## src/rtl/multicycle_controller_if.sv

```systemverilog
// multicycle_controller_if: instruction fields and status in, datapath controls out
interface multicycle_controller_if;
  logic [6:0] i_operand;
  logic [2:0] i_funct3;
  logic       i_funct7bit5;
  logic       i_zero;
  logic       i_stall;
  logic       o_pcWriteEn;
  logic       o_addrSel;
  logic       o_irWriteEn;
  logic       o_memWriteEn;
  logic       o_regWriteEn;
  logic [1:0] o_aluSrcASel;
  logic [1:0] o_aluSrcBSel;
  logic [3:0] o_aluLogicOperation;
  logic [1:0] o_resultSel;
  logic [1:0] o_immSel;
  logic       o_illegalInstr;
  logic       o_retired;
  modport master (
    output i_operand, i_funct3, i_funct7bit5, i_zero, i_stall,
    input  o_pcWriteEn, o_addrSel, o_irWriteEn, o_memWriteEn, o_regWriteEn,
           o_aluSrcASel, o_aluSrcBSel, o_aluLogicOperation, o_resultSel,
           o_immSel, o_illegalInstr, o_retired
  );
  modport slave (
    input  i_operand, i_funct3, i_funct7bit5, i_zero, i_stall,
    output o_pcWriteEn, o_addrSel, o_irWriteEn, o_memWriteEn, o_regWriteEn,
           o_aluSrcASel, o_aluSrcBSel, o_aluLogicOperation, o_resultSel,
           o_immSel, o_illegalInstr, o_retired
  );
endinterface

```

## src/rtl/multicycle_controller.sv

```systemverilog
// multicycle_controller: one-micro-step-per-clock sequencer for the multicycle RV32I core
module multicycle_controller (
  input logic i_clk,
  input logic i_arst,
  multicycle_controller_if.slave bus
);
  typedef enum logic [3:0] {
    FETCH, DECODE, MEMADR, MEMREAD, MEMWB, MEMWRITE, EXECR, EXECI, ALUWB, JALS, BEQS
  } state_t;
  localparam logic [6:0] OP_LW = 7'b0000011, OP_SW = 7'b0100011, OP_R = 7'b0110011;
  localparam logic [6:0] OP_I = 7'b0010011, OP_JAL = 7'b1101111, OP_BEQ = 7'b1100011;
  state_t state_q, state_d, next_s;
  logic pc_w, ir_w, mem_w, reg_w, ill, ret, gate;
  logic [3:0] func_op;
  // writes and pulses are suppressed while stalled or held in reset
  assign gate = !bus.i_stall && !i_arst;
  // state register, reset lands directly in FETCH
  always_ff @(posedge i_clk or posedge i_arst)
    if (i_arst) state_q <= FETCH;
    else        state_q <= state_d;
  // ALU operation from funct fields; SUB only reachable from register-register ops
  always_comb begin
    func_op = 4'd0;
    case (bus.i_funct3)
      3'b000:  func_op = (state_q == EXECR && bus.i_funct7bit5) ? 4'd1 : 4'd0;
      3'b001:  func_op = 4'd6;
      3'b010:  func_op = 4'd5;
      3'b100:  func_op = 4'd4;
      3'b101:  func_op = bus.i_funct7bit5 ? 4'd8 : 4'd7;
      3'b110:  func_op = 4'd3;
      3'b111:  func_op = 4'd2;
      default: func_op = 4'd0;
    endcase
  end
  // per-state controls and successor; a stall freezes the state but not the selects
  always_comb begin
    next_s = FETCH;
    pc_w = 1'b0;
    ir_w = 1'b0;
    mem_w = 1'b0;
    reg_w = 1'b0;
    ill = 1'b0;
    ret = 1'b0;
    bus.o_addrSel = 1'b0;
    bus.o_aluSrcASel = 2'b00;
    bus.o_aluSrcBSel = 2'b00;
    bus.o_aluLogicOperation = 4'd0;
    bus.o_resultSel = 2'b00;
    case (state_q)
      FETCH: begin
        ir_w = 1'b1;
        pc_w = 1'b1;
        bus.o_aluSrcBSel = 2'b10;
        bus.o_resultSel = 2'b10;
        next_s = DECODE;
      end
      DECODE: begin
        bus.o_aluSrcASel = 2'b01;
        bus.o_aluSrcBSel = 2'b01;
        next_s = (bus.i_operand == OP_LW || bus.i_operand == OP_SW) ? MEMADR :
                 bus.i_operand == OP_R   ? EXECR :
                 bus.i_operand == OP_I   ? EXECI :
                 bus.i_operand == OP_JAL ? JALS  :
                 bus.i_operand == OP_BEQ ? BEQS  : FETCH;
        ill = next_s == FETCH;
        ret = next_s == FETCH;
      end
      MEMADR: begin
        bus.o_aluSrcASel = 2'b10;
        bus.o_aluSrcBSel = 2'b01;
        next_s = bus.i_operand == OP_SW ? MEMWRITE : MEMREAD;
      end
      MEMREAD: begin
        bus.o_addrSel = 1'b1;
        next_s = MEMWB;
      end
      MEMWB: begin
        bus.o_resultSel = 2'b01;
        reg_w = 1'b1;
        ret = 1'b1;
      end
      MEMWRITE: begin
        bus.o_addrSel = 1'b1;
        mem_w = 1'b1;
        ret = 1'b1;
      end
      EXECR: begin
        bus.o_aluSrcASel = 2'b10;
        bus.o_aluLogicOperation = func_op;
        next_s = ALUWB;
      end
      EXECI: begin
        bus.o_aluSrcASel = 2'b10;
        bus.o_aluSrcBSel = 2'b01;
        bus.o_aluLogicOperation = func_op;
        next_s = ALUWB;
      end
      ALUWB: begin
        reg_w = 1'b1;
        ret = 1'b1;
      end
      JALS: begin
        bus.o_aluSrcASel = 2'b01;
        bus.o_aluSrcBSel = 2'b10;
        pc_w = 1'b1;
        next_s = ALUWB;
      end
      BEQS: begin
        bus.o_aluSrcASel = 2'b10;
        bus.o_aluLogicOperation = 4'd1;
        pc_w = bus.i_zero;
        ret = 1'b1;
      end
      default: next_s = FETCH;
    endcase
    state_d = bus.i_stall ? state_q : next_s;
  end
  assign bus.o_pcWriteEn = pc_w && gate;
  assign bus.o_irWriteEn = ir_w && gate;
  assign bus.o_memWriteEn = mem_w && gate;
  assign bus.o_regWriteEn = reg_w && gate;
  assign bus.o_illegalInstr = ill && gate;
  assign bus.o_retired = ret && gate;
  assign bus.o_immSel = bus.i_operand == OP_SW  ? 2'b01 :
                        bus.i_operand == OP_BEQ ? 2'b10 :
                        bus.i_operand == OP_JAL ? 2'b11 : 2'b00;
endmodule
```

## src/flat_wrapper.sv

```systemverilog
// flat-port wrapper written by rule: the top's interface ports become plain ports
module multicycle_controller_flat 
  (i_clk, i_arst, bus_i_operand, bus_i_funct3, bus_i_funct7bit5, bus_i_zero, bus_i_stall, bus_o_pcWriteEn, bus_o_addrSel, bus_o_irWriteEn, bus_o_memWriteEn, bus_o_regWriteEn, bus_o_aluSrcASel, bus_o_aluSrcBSel, bus_o_aluLogicOperation, bus_o_resultSel, bus_o_immSel, bus_o_illegalInstr, bus_o_retired);
  multicycle_controller_if bus_i ();
  input logic i_clk;
  input logic i_arst;
  input wire logic [$bits(bus_i.i_operand)-1:0] bus_i_operand;
  input wire logic [$bits(bus_i.i_funct3)-1:0] bus_i_funct3;
  input wire logic [$bits(bus_i.i_funct7bit5)-1:0] bus_i_funct7bit5;
  input wire logic [$bits(bus_i.i_zero)-1:0] bus_i_zero;
  input wire logic [$bits(bus_i.i_stall)-1:0] bus_i_stall;
  output wire logic [$bits(bus_i.o_pcWriteEn)-1:0] bus_o_pcWriteEn;
  output wire logic [$bits(bus_i.o_addrSel)-1:0] bus_o_addrSel;
  output wire logic [$bits(bus_i.o_irWriteEn)-1:0] bus_o_irWriteEn;
  output wire logic [$bits(bus_i.o_memWriteEn)-1:0] bus_o_memWriteEn;
  output wire logic [$bits(bus_i.o_regWriteEn)-1:0] bus_o_regWriteEn;
  output wire logic [$bits(bus_i.o_aluSrcASel)-1:0] bus_o_aluSrcASel;
  output wire logic [$bits(bus_i.o_aluSrcBSel)-1:0] bus_o_aluSrcBSel;
  output wire logic [$bits(bus_i.o_aluLogicOperation)-1:0] bus_o_aluLogicOperation;
  output wire logic [$bits(bus_i.o_resultSel)-1:0] bus_o_resultSel;
  output wire logic [$bits(bus_i.o_immSel)-1:0] bus_o_immSel;
  output wire logic [$bits(bus_i.o_illegalInstr)-1:0] bus_o_illegalInstr;
  output wire logic [$bits(bus_i.o_retired)-1:0] bus_o_retired;
  assign bus_i.i_operand = bus_i_operand;
  assign bus_i.i_funct3 = bus_i_funct3;
  assign bus_i.i_funct7bit5 = bus_i_funct7bit5;
  assign bus_i.i_zero = bus_i_zero;
  assign bus_i.i_stall = bus_i_stall;
  assign bus_o_pcWriteEn = bus_i.o_pcWriteEn;
  assign bus_o_addrSel = bus_i.o_addrSel;
  assign bus_o_irWriteEn = bus_i.o_irWriteEn;
  assign bus_o_memWriteEn = bus_i.o_memWriteEn;
  assign bus_o_regWriteEn = bus_i.o_regWriteEn;
  assign bus_o_aluSrcASel = bus_i.o_aluSrcASel;
  assign bus_o_aluSrcBSel = bus_i.o_aluSrcBSel;
  assign bus_o_aluLogicOperation = bus_i.o_aluLogicOperation;
  assign bus_o_resultSel = bus_i.o_resultSel;
  assign bus_o_immSel = bus_i.o_immSel;
  assign bus_o_illegalInstr = bus_i.o_illegalInstr;
  assign bus_o_retired = bus_i.o_retired;
  multicycle_controller u_core (.i_clk(i_clk), .i_arst(i_arst), .bus(bus_i));
endmodule
```

## config.mk

```make
export PLATFORM = sky130hd
export DESIGN_NAME = multicycle_controller_flat
export DESIGN_NICKNAME = d
export VERILOG_FILES = /design/src/rtl/multicycle_controller_if.sv /design/src/rtl/multicycle_controller.sv /design/src/flat_wrapper.sv
export SDC_FILE = /design/constraint.sdc
export NUM_CORES = 1
export LEC_CHECK = 0
export CORE_MARGIN = 2
export CORE_UTILIZATION = 41
export CTS_CLUSTER_SIZE = 8
export DETAILED_ROUTE_END_ITERATION = 12
export PLACE_DENSITY = 0.9
export SYNTH_ARGS = -nofsm -noshare
export SYNTH_HDL_FRONTEND = slang
export SYNTH_SLANG_ARGS = --single-unit
```

## constraint.sdc

```tcl
create_clock -name i_clk -period 3.64 [get_ports i_clk]
set_input_delay 0.364 -clock i_clk [delete_from_list [all_inputs] [get_ports i_clk]]
set_output_delay 0.364 -clock i_clk [all_outputs]
set_load 0.01 [all_outputs]
```

# After elaboration in Yosys (flattened, before gate mapping)
# Cells that the tools add are included.
# word_totals
regBits,4
inputBits,15
output_inout_bits,19
word_cells,70
# classes
n_eq_ne,22
n_mux,24
n_reduce_logical,23
# ops
op,count
4-bit one-hot mux with 7 select lines,1
4-bit 2-to-1 mux,6
4-bit one-hot mux with 5 select lines,1
"4-bit by 3-bit == test with 1-bit output, second input constant",4
"7-bit by 6-bit == test with 1-bit output, second input constant",2
"7-bit == test, second input constant",2
"3-bit == test, second input constant",4
"4-bit == test, second input constant",3
2-bit one-hot mux with 2 select lines,3
2-bit OR reduction,5
"4-bit by 2-bit == test with 1-bit output, second input constant",2
1-bit logical AND,8
4-bit zero test,2
4-bit one-hot mux with 2 select lines,1
4-bit OR reduction,2
"7-bit by 2-bit == test with 1-bit output, second input constant",1
"7-bit by 5-bit == test with 1-bit output, second input constant",1
1-bit 2-to-1 mux,6
2-bit 2-to-1 mux,3
3-bit OR reduction,2
"4-bit by 1-bit == test with 1-bit output, second input constant",1
1-bit one-hot mux with 2 select lines,2
"3-bit by 1-bit == test with 1-bit output, second input constant",1
"3-bit by 2-bit == test with 1-bit output, second input constant",1
4 further kinds,5

# Logic depth before layout (Yosys ltp)
# Gate-level depths: netlist of run 1.
# depth
ltp_word,9
ltp_mapped,5
mapped_depth_nobuf,4

# Worst setup path after synthesis of run 1
# OpenSTA, ideal clock, no wires.
# synth_timing
kind,register to output
start,reg u_core.state_q[3]
end,out bus_o_irWriteEn
t_arrival_ns,1.271
required_ns,3.276
path_slack_ns,2.005
stages_incl_launch_ff,4
n_path_buf,1
path_cell_list,dfrtp_1 > buf_1 > nor4_2 > and2_1
# synth_via
elab_chain_cells,3
# synth_rtl
item,line,source
from (decl),multicycle_controller.sv:12,"state_t state_q, state_d, next_s;"
from (signal assigned),multicycle_controller.sv:20,else state_q <= state_d;
4-bit zero test,multicycle_controller.sv:49,case (state_q)
1-bit 2-to-1 mux,multicycle_controller.sv:49,
1-bit logical AND,multicycle_controller.sv:119,assign bus.o_irWriteEn = ir_w && gate;
to (decl),flat_wrapper.sv:14,output wire logic [$bits(bus_i.o_irWriteEn)-1:0] bus_o_irWriteEn;
# No other way between the ends.

# Worst setup path in the final report of run 1
# layout_timing
start,reg u_core.state_q[2]
end,out bus_o_aluLogicOperation[0]
# layout_via
elab_chain_cells,5
word_cells_on_any_way,8
classes_between,eq/ne: 3; mux: 3; reduce/logical: 2
# layout_rtl
item,line,source
4-bit by 3-bit == test with 1-bit output,"multicycle_controller.sv:25, multicycle_controller.sv:49",
1-bit logical AND,multicycle_controller.sv:25,3'b000: func_op = (state_q == EXECR && bus.i_funct7bit5) ? 4'd1 : 4'd0;
1-bit 2-to-1 mux,multicycle_controller.sv:25,
4-bit one-hot mux with 7 select lines,multicycle_controller.sv:24,case (bus.i_funct3)
4-bit one-hot mux with 2 select lines *,multicycle_controller.sv:49,
to (decl),flat_wrapper.sv:19,output wire logic [$bits(bus_i.o_aluLogicOperation)-1:0] bus_o_aluLogicOperation;
# Every way passes the cells marked *; elsewhere a longest branch is shown, timed or not.

==> metrics, run 1 <==
first-pass GRT wire length 3.15 mm; Primary FF master, synth dfrtp_1; Syn Area/Cell 7.03 um^2; Yosys top cell by area dfrtp_1; Leakage 0.372 nW; synthesized instance count 89; max FFs per register 4; detailed placement HPWL 1.42 mm; fin crit period 2.70 ns; worst path cell trace nand2b_1 -> nor2_1 -> nand4b_1 -> o22ai_1 -> clkdlybuf4s50_1; gpl congestion 0.863; CTS Sinks 4; Die Height 43.1 um; drt drc 0; Final Net Count 136; maximum fanout along the worst path 12; Yosys top cell area share 16.0%; Via density 5.84; most frequent cells in the layout 33 x clkdlybuf4s50_1, 9 x nand2_1, 9 x nor2_1; critical path class register to output pin; pins over their slew limit 0; H-tree Lvls 1; Biggest register u_core.state_q; Post-DP Area 946 um^2; I/O Buffers 33; maximum clock insertion buffer count 2; initial antenna violation count 0; CTS Hold Bufs 0; vias in the first global route 744; Syn Nets 104; max cap viols 0; endpoints failing setup 0; RSZ-0062 raised after global routing false; Async SR Flop Fraction 100%; total power 0.240 mW; Worst Reg-to-Reg Cells 4; setup TNS 0 ns; Synth area leaders dfrtp_1 16%, nand2_1 5.4%, nor2_1 5.4%, nand2b_1 5.0%, nor3_1 4.8%; drt pass-1 iters 4; post-synthesis sequential area ratio 16.0%; die area 1850 um^2; clock skew 0.00151 ns; Final period util 74.3%; layout cells sized above 1 6.72%; crit path DAT 2.34 ns; number of synthesized register bits 4; CP Data Required Time 3.28 ns; I/O pins 34; Worst Setup End Kind output pin; FMAX 370 MHz; GR Overflow Total 0; final instance area 968 um^2; worst stage delay on the critical path 0.63 ns; maximum vdd drop 0.245 mV; gr usage total 21.7%; Routed Antenna Nets 0; WL/cell 13.6 um; clock transition at the registers of the reported paths 0.04 ns; relative slew slack 65.6%; Worst-Skew Late Latency 0.23 ns; Core Rows 14; P per Cell Area 248 nW/um^2; number of diodes 0; commonest non-fill, non-tap cell in the layout clkdlybuf4s50_1; setup bufs post-CTS 0; cell area after synthesis 626 um^2; starting density of the core 42.5%; Least-Margin Pin Slew 0.517 ns; slowest CP cell dfrtp_1; synth unique cells 39; WL final 1.83 mm; number of synthesized flops with an enable pin 0; 1st-iter DRT viols 20; CP Launch Type register; Largest regs u_core.state_q (4); yosys warns 0; Core ar. 1470 um^2; outcome finished, final reports clean; largest net degree at the start of global routing 17; fin util 65.8%; post-cts resize count 0; Min-Delay Path Class primary input to async pin; Final Hold Viols 0; CTS Root Cell clkbuf_4; TritonCTS clock tree yes; Die X 43.1 um; Inserted Clock Buffers 3; Area Growth Syn to Fin 54.8%; Via Count 788
[worst paths after layout]
kind / to / slack, ns / startpoint
min in group i_clk: u_core.state_q[3] / 0.78 / u_core.state_q[3]
max in group asynchronous: u_core.state_q[2] / 3.05 / i_arst
worst min-delay path: u_core.state_q[3] / 0.44 / i_arst
worst min register to register: u_core.state_q[3] / 0.78 / u_core.state_q[3]
worst max register to register: u_core.state_q[3] / 2.03 / u_core.state_q[2]
worst max-delay path: bus_o_aluLogicOperation[0] / 0.94 / u_core.state_q[2]
[synthesized netlist by cell type (all sizes together), types with 2 or more instances]
cell type	n
a21boi	2
nor3	6
nor4	3
o21ai	4
o211ai	2
nor2	9
a21o	3
inv	4
xnor2	2
a211oi	2
dfrtp	4
o22ai	3
buf	5
nand2	9
nand2b	5
or3	2
nor3b	3
nor2b	2
a21oi	5
[logic make-up after synthesis]
kind of cell / synth area share [%]
buffers and inverters: 7.20
XOR/XNOR: 2.80
flip-flops: 16.0
AND/OR/NAND/NOR: 40.8
AO/OA/AOI/OAI: 33.2
[critical path: cells and delay by family (launching register included)]
kind / cells / cell delay [ns]
AO/OA/AOI/OAI: 1 / 0.18
buffers and inverters: 1 / 0.56
flip-flops: 1 / 0.63
AND/OR/NAND/NOR: 3 / 0.73
[final cells by class]
cell class / instances / area [um^2]
Multi-Input combinational cell: 75 / 480
Inverter: 4 / 15.0
Tap cell: 16 / 20.0
Fill cell: 133 / 503
Timing Repair Buffer: 33 / 330
Sequential cell: 4 / 100
Clock buffer: 3 / 22.5
[routing by layer]
metal  part of all wire (%)  up-vias  track usage, %  wire length (um)
met5                      0        -               0                 0
li1                       -      399               -                 -
met3                    3.9        0            1.70                71
met2                     52       24            37.0               957
met4                      0        0            8.48                 0
met1                     44      365            28.1               804
[power by group]
part,internal [mW],switching [mW],leakage (nW)
Clock,0.0369,0.0185,0.0138
Combinational,0.0686,0.0527,0.304
Sequential,0.0478,0.0154,0.0536
Total,0.153,0.0866,0.372
[per-stage QoR]
stage,cells,worst slack [ns],hold slack (ns)
2_1_floorplan,89,2.01,0.130
3_3_place_gp,132,1.13,0.669
3_5_place_dp,132,1.07,0.681
4_1_cts,135,0.966,0.430
5_1_grt,135,0.859,0.466
6_report,135,0.937,0.440
Note: power is estimated with default switching activity, not from simulation.
==> inputs of run 2 (changes only) <==
--- a/config.mk
+++ b/config.mk
@@ -6,10 +6,10 @@
 export NUM_CORES = 1
 export LEC_CHECK = 0
 export CORE_MARGIN = 2
-export CORE_UTILIZATION = 41
+export CORE_UTILIZATION = 38
 export CTS_CLUSTER_SIZE = 8
 export DETAILED_ROUTE_END_ITERATION = 12
-export PLACE_DENSITY = 0.9
+export PLACE_DENSITY = 0.85
 export SYNTH_ARGS = -nofsm -noshare
 export SYNTH_HDL_FRONTEND = slang
 export SYNTH_SLANG_ARGS = --single-unit
==> constraint.sdc (replaced) <==
create_clock -name i_clk -period 2.59 [get_ports i_clk]
set_input_delay 0.259 -clock i_clk [delete_from_list [all_inputs] [get_ports i_clk]]
set_output_delay 0.259 -clock i_clk [all_outputs]
set_load 0.01 [all_outputs]
==> run 2 against run 1 <==
Net effect:
- global-route usage grew 0.56 points
- non-clock buffer count rose by 4
- critical path depth up 1
- combinational power grew 56%
- count of clock-buffer cells in the layout unchanged
- setup slack lost 0.68 ns
- final cell count rose by 3.0%
- sequential cell count unchanged
- power is 43% higher
- utilization is 0.22 points lower
- first-iteration DRC count increased by 20%
- critical endpoint is now bus_o_retired
==> metrics, run 2 (synthesis gave the netlist of run 1 again) <==
outcome finished, final reports clean (unchanged); clock transition at the registers of the reported paths 0.04 ns (about the same); met2 Use GR 36.8% (was 37.0%); Final Hold Viols 0 (unchanged); Worst Path Buf+Inv 2 (was 1); Top Usage Layer GRT met2 (unchanged); die area 1990 um^2 (was 1850 um^2); CP Data Required Time 2.33 ns (was 3.28 ns); most frequent cells in the layout 33 x clkdlybuf4s50_1, 9 x nand2_1, 9 x nor2_1 (unchanged); Die Height 44.6 um (was 43.1 um); fin crit period 2.33 ns; first-pass GRT wire length 3.27 mm (was 3.15 mm); TritonCTS clock tree yes (unchanged); Core ar. 1520 um^2 (was 1470 um^2); largest net degree at the start of global routing 14 (was 17); number of diodes 0 (unchanged); vias in the first global route 789 (was 744); WL final 1.90 mm (was 1.83 mm); relative slew slack 76.3% (was 65.6%); slowest CP cell clkdlybuf4s50_1 (was dfrtp_1); Flop pwr share 23.7% (was 26.4%); critical path class register to output pin (unchanged); CTS Root Cell clkbuf_4 (unchanged); Min-Delay Path Class primary input to async pin (unchanged); gpl congestion 0.873 (was 0.863); I/O pins 34 (unchanged); Die X 44.6 um (was 43.1 um); endpoints failing setup 0 (unchanged); Via density 5.89 (was 5.84); Area Growth Syn to Fin 59.8% (was 54.8%); starting density of the core 41.1% (was 42.5%); Leakage 0.391 nW (was 0.372 nW); Inserted Clock Buffers 3 (unchanged); post-cts resize count 0 (unchanged); 1st-iter DRT viols 24 (was 20); initial antenna violation count 0 (unchanged); H-tree Lvls 1 (unchanged); drt pass-1 iters 6 (was 4); Final period util 90.0%; max cap viols 0 (unchanged); Via Count 819 (was 788); FMAX 429 MHz; max FFs per register 4 (unchanged); WL/cell 13.7 um (was 13.6 um); maximum vdd drop 0.315 mV (was 0.245 mV); Logic pwr share 55.0% (was 50.5%); grt met3 use 3.27% (was 1.70%); maximum fanout along the worst path 7 (was 12); total power 0.344 mW (was 0.240 mW); CP Launch Type register (unchanged); setup TNS 0 ns (unchanged); GR Overflow Total 0 (unchanged); design internal power 0.222 mW (was 0.153 mW); pins over their slew limit 0 (unchanged); Worst-Skew Late Latency 0.23 ns (about the same); CTS Sinks 4 (unchanged); commonest non-fill, non-tap cell in the layout clkdlybuf4s50_1 (unchanged); worst stage delay on the critical path 0.52 ns (was 0.63 ns); crit path DAT 2.07 ns (was 2.34 ns); Sw Share 35.4% (was 36.1%); Least-Margin Pin Slew 0.353 ns (was 0.517 ns); clock skew 0.00163 ns (was 0.00151 ns); Final Net Count 140 (was 136); Core Rows 14 (unchanged); worst path cell trace buf_4 -> nor3b_4 -> o211ai_1 -> a21oi_2 -> a21o_1 -> clkdlybuf4s50_1 (was nand2b_1 -> nor2_1 -> nand4b_1 -> o22ai_1 -> clkdlybuf4s50_1); Largest regs u_core.state_q (4) (unchanged); Net Switching 0.122 mW (was 0.0866 mW); Crit path max-delay family buffers and inverters (was simple AND/OR/NAND/NOR gates); drt drc 0 (unchanged); Routed Antenna Nets 0 (unchanged); layout cells sized above 1 10.6% (was 6.72%); setup bufs post-CTS 0 (unchanged); Biggest register u_core.state_q (unchanged); Worst Setup End Kind output pin (unchanged); P per Cell Area 344 nW/um^2 (was 248 nW/um^2); RSZ-0062 raised after global routing false (unchanged); clock power share 21.3% (was 23.1%); GR Util met1 27.3% (was 28.1%); CTS Hold Bufs 0 (unchanged); maximum clock insertion buffer count 2 (unchanged); gr usage total 22.2% (was 21.7%); detailed placement HPWL 1.53 mm (was 1.42 mm); I/O Buffers 33 (unchanged)
-- run 2: cell types whose count changed in the layout (fill, tap and decap cells not counted) --
cell	change
buf_4	+4
dfrtp_2	+1
dfrtp_1	-1
-- run 2: final timing paths --
| kind | from | end | slack [ns] | depth (start not counted) |
|---|---|---|---|---|
| max reg2reg | u_core.state_q[3] | u_core.state_q[1] | 1.19 | 3 |
| max | u_core.state_q[2] | bus_o_retired | 0.26 | 6 |
| max in group asynchronous | i_arst | u_core.state_q[1] | 2.09 | 2 |
| min reg2reg | u_core.state_q[2] | u_core.state_q[2] | 0.60 | 2 |
| min | i_arst | u_core.state_q[3] | 0.34 | 2 |
| min in group i_clk | u_core.state_q[2] | u_core.state_q[2] | 0.60 | 2 |
-- run 2: power groups by stage --
stage	clock, mW	sequential (mW)	combinational [mW]
global route	0.0866	0.0829	0.206
finish	0.0732	0.0813	0.189
floorplan	0	0.0749	0.101
CTS	0.0786	0.0807	0.189
global placement	0	0.0809	0.183
detailed placement	0	0.0814	0.188
-- run 2: final cells by class --
cell class              instances  area [um^2]
well taps                      16         20.0
multi-input cells              75          480
inverters                       4         15.0
clock buffers                   3         22.5
fillers                       130          524
flip-flops and latches          4          101
repair buffers                 37          360
-- run 2: worst register-to-register path: stages, from the launching register on --
cell and delay, ns:
dfrtp_1 0.36, buf_4 0.18, or3_1 0.44, o41ai_2 0.30
-- run 2: layer usage --
metal,up-vias,routed length (um)
met2,28,957
met5,-,0
li1,409,-
met3,2,102
met1,380,833
met4,0,8
-- run 2: per-stage QoR --
step	instance area, um^2	hold WS (ns)	setup WS (ns)	std cells	util [%]
detailed placement	976	0.572	0.268	136	64.0
CTS	998	0.323	0.157	139	65.5
global route	1000	0.342	0.115	139	65.6
floorplan	626	0.0251	1.06	89	-
finish	1000	0.341	0.259	139	65.6
global placement	976	0.570	0.291	136	64.0
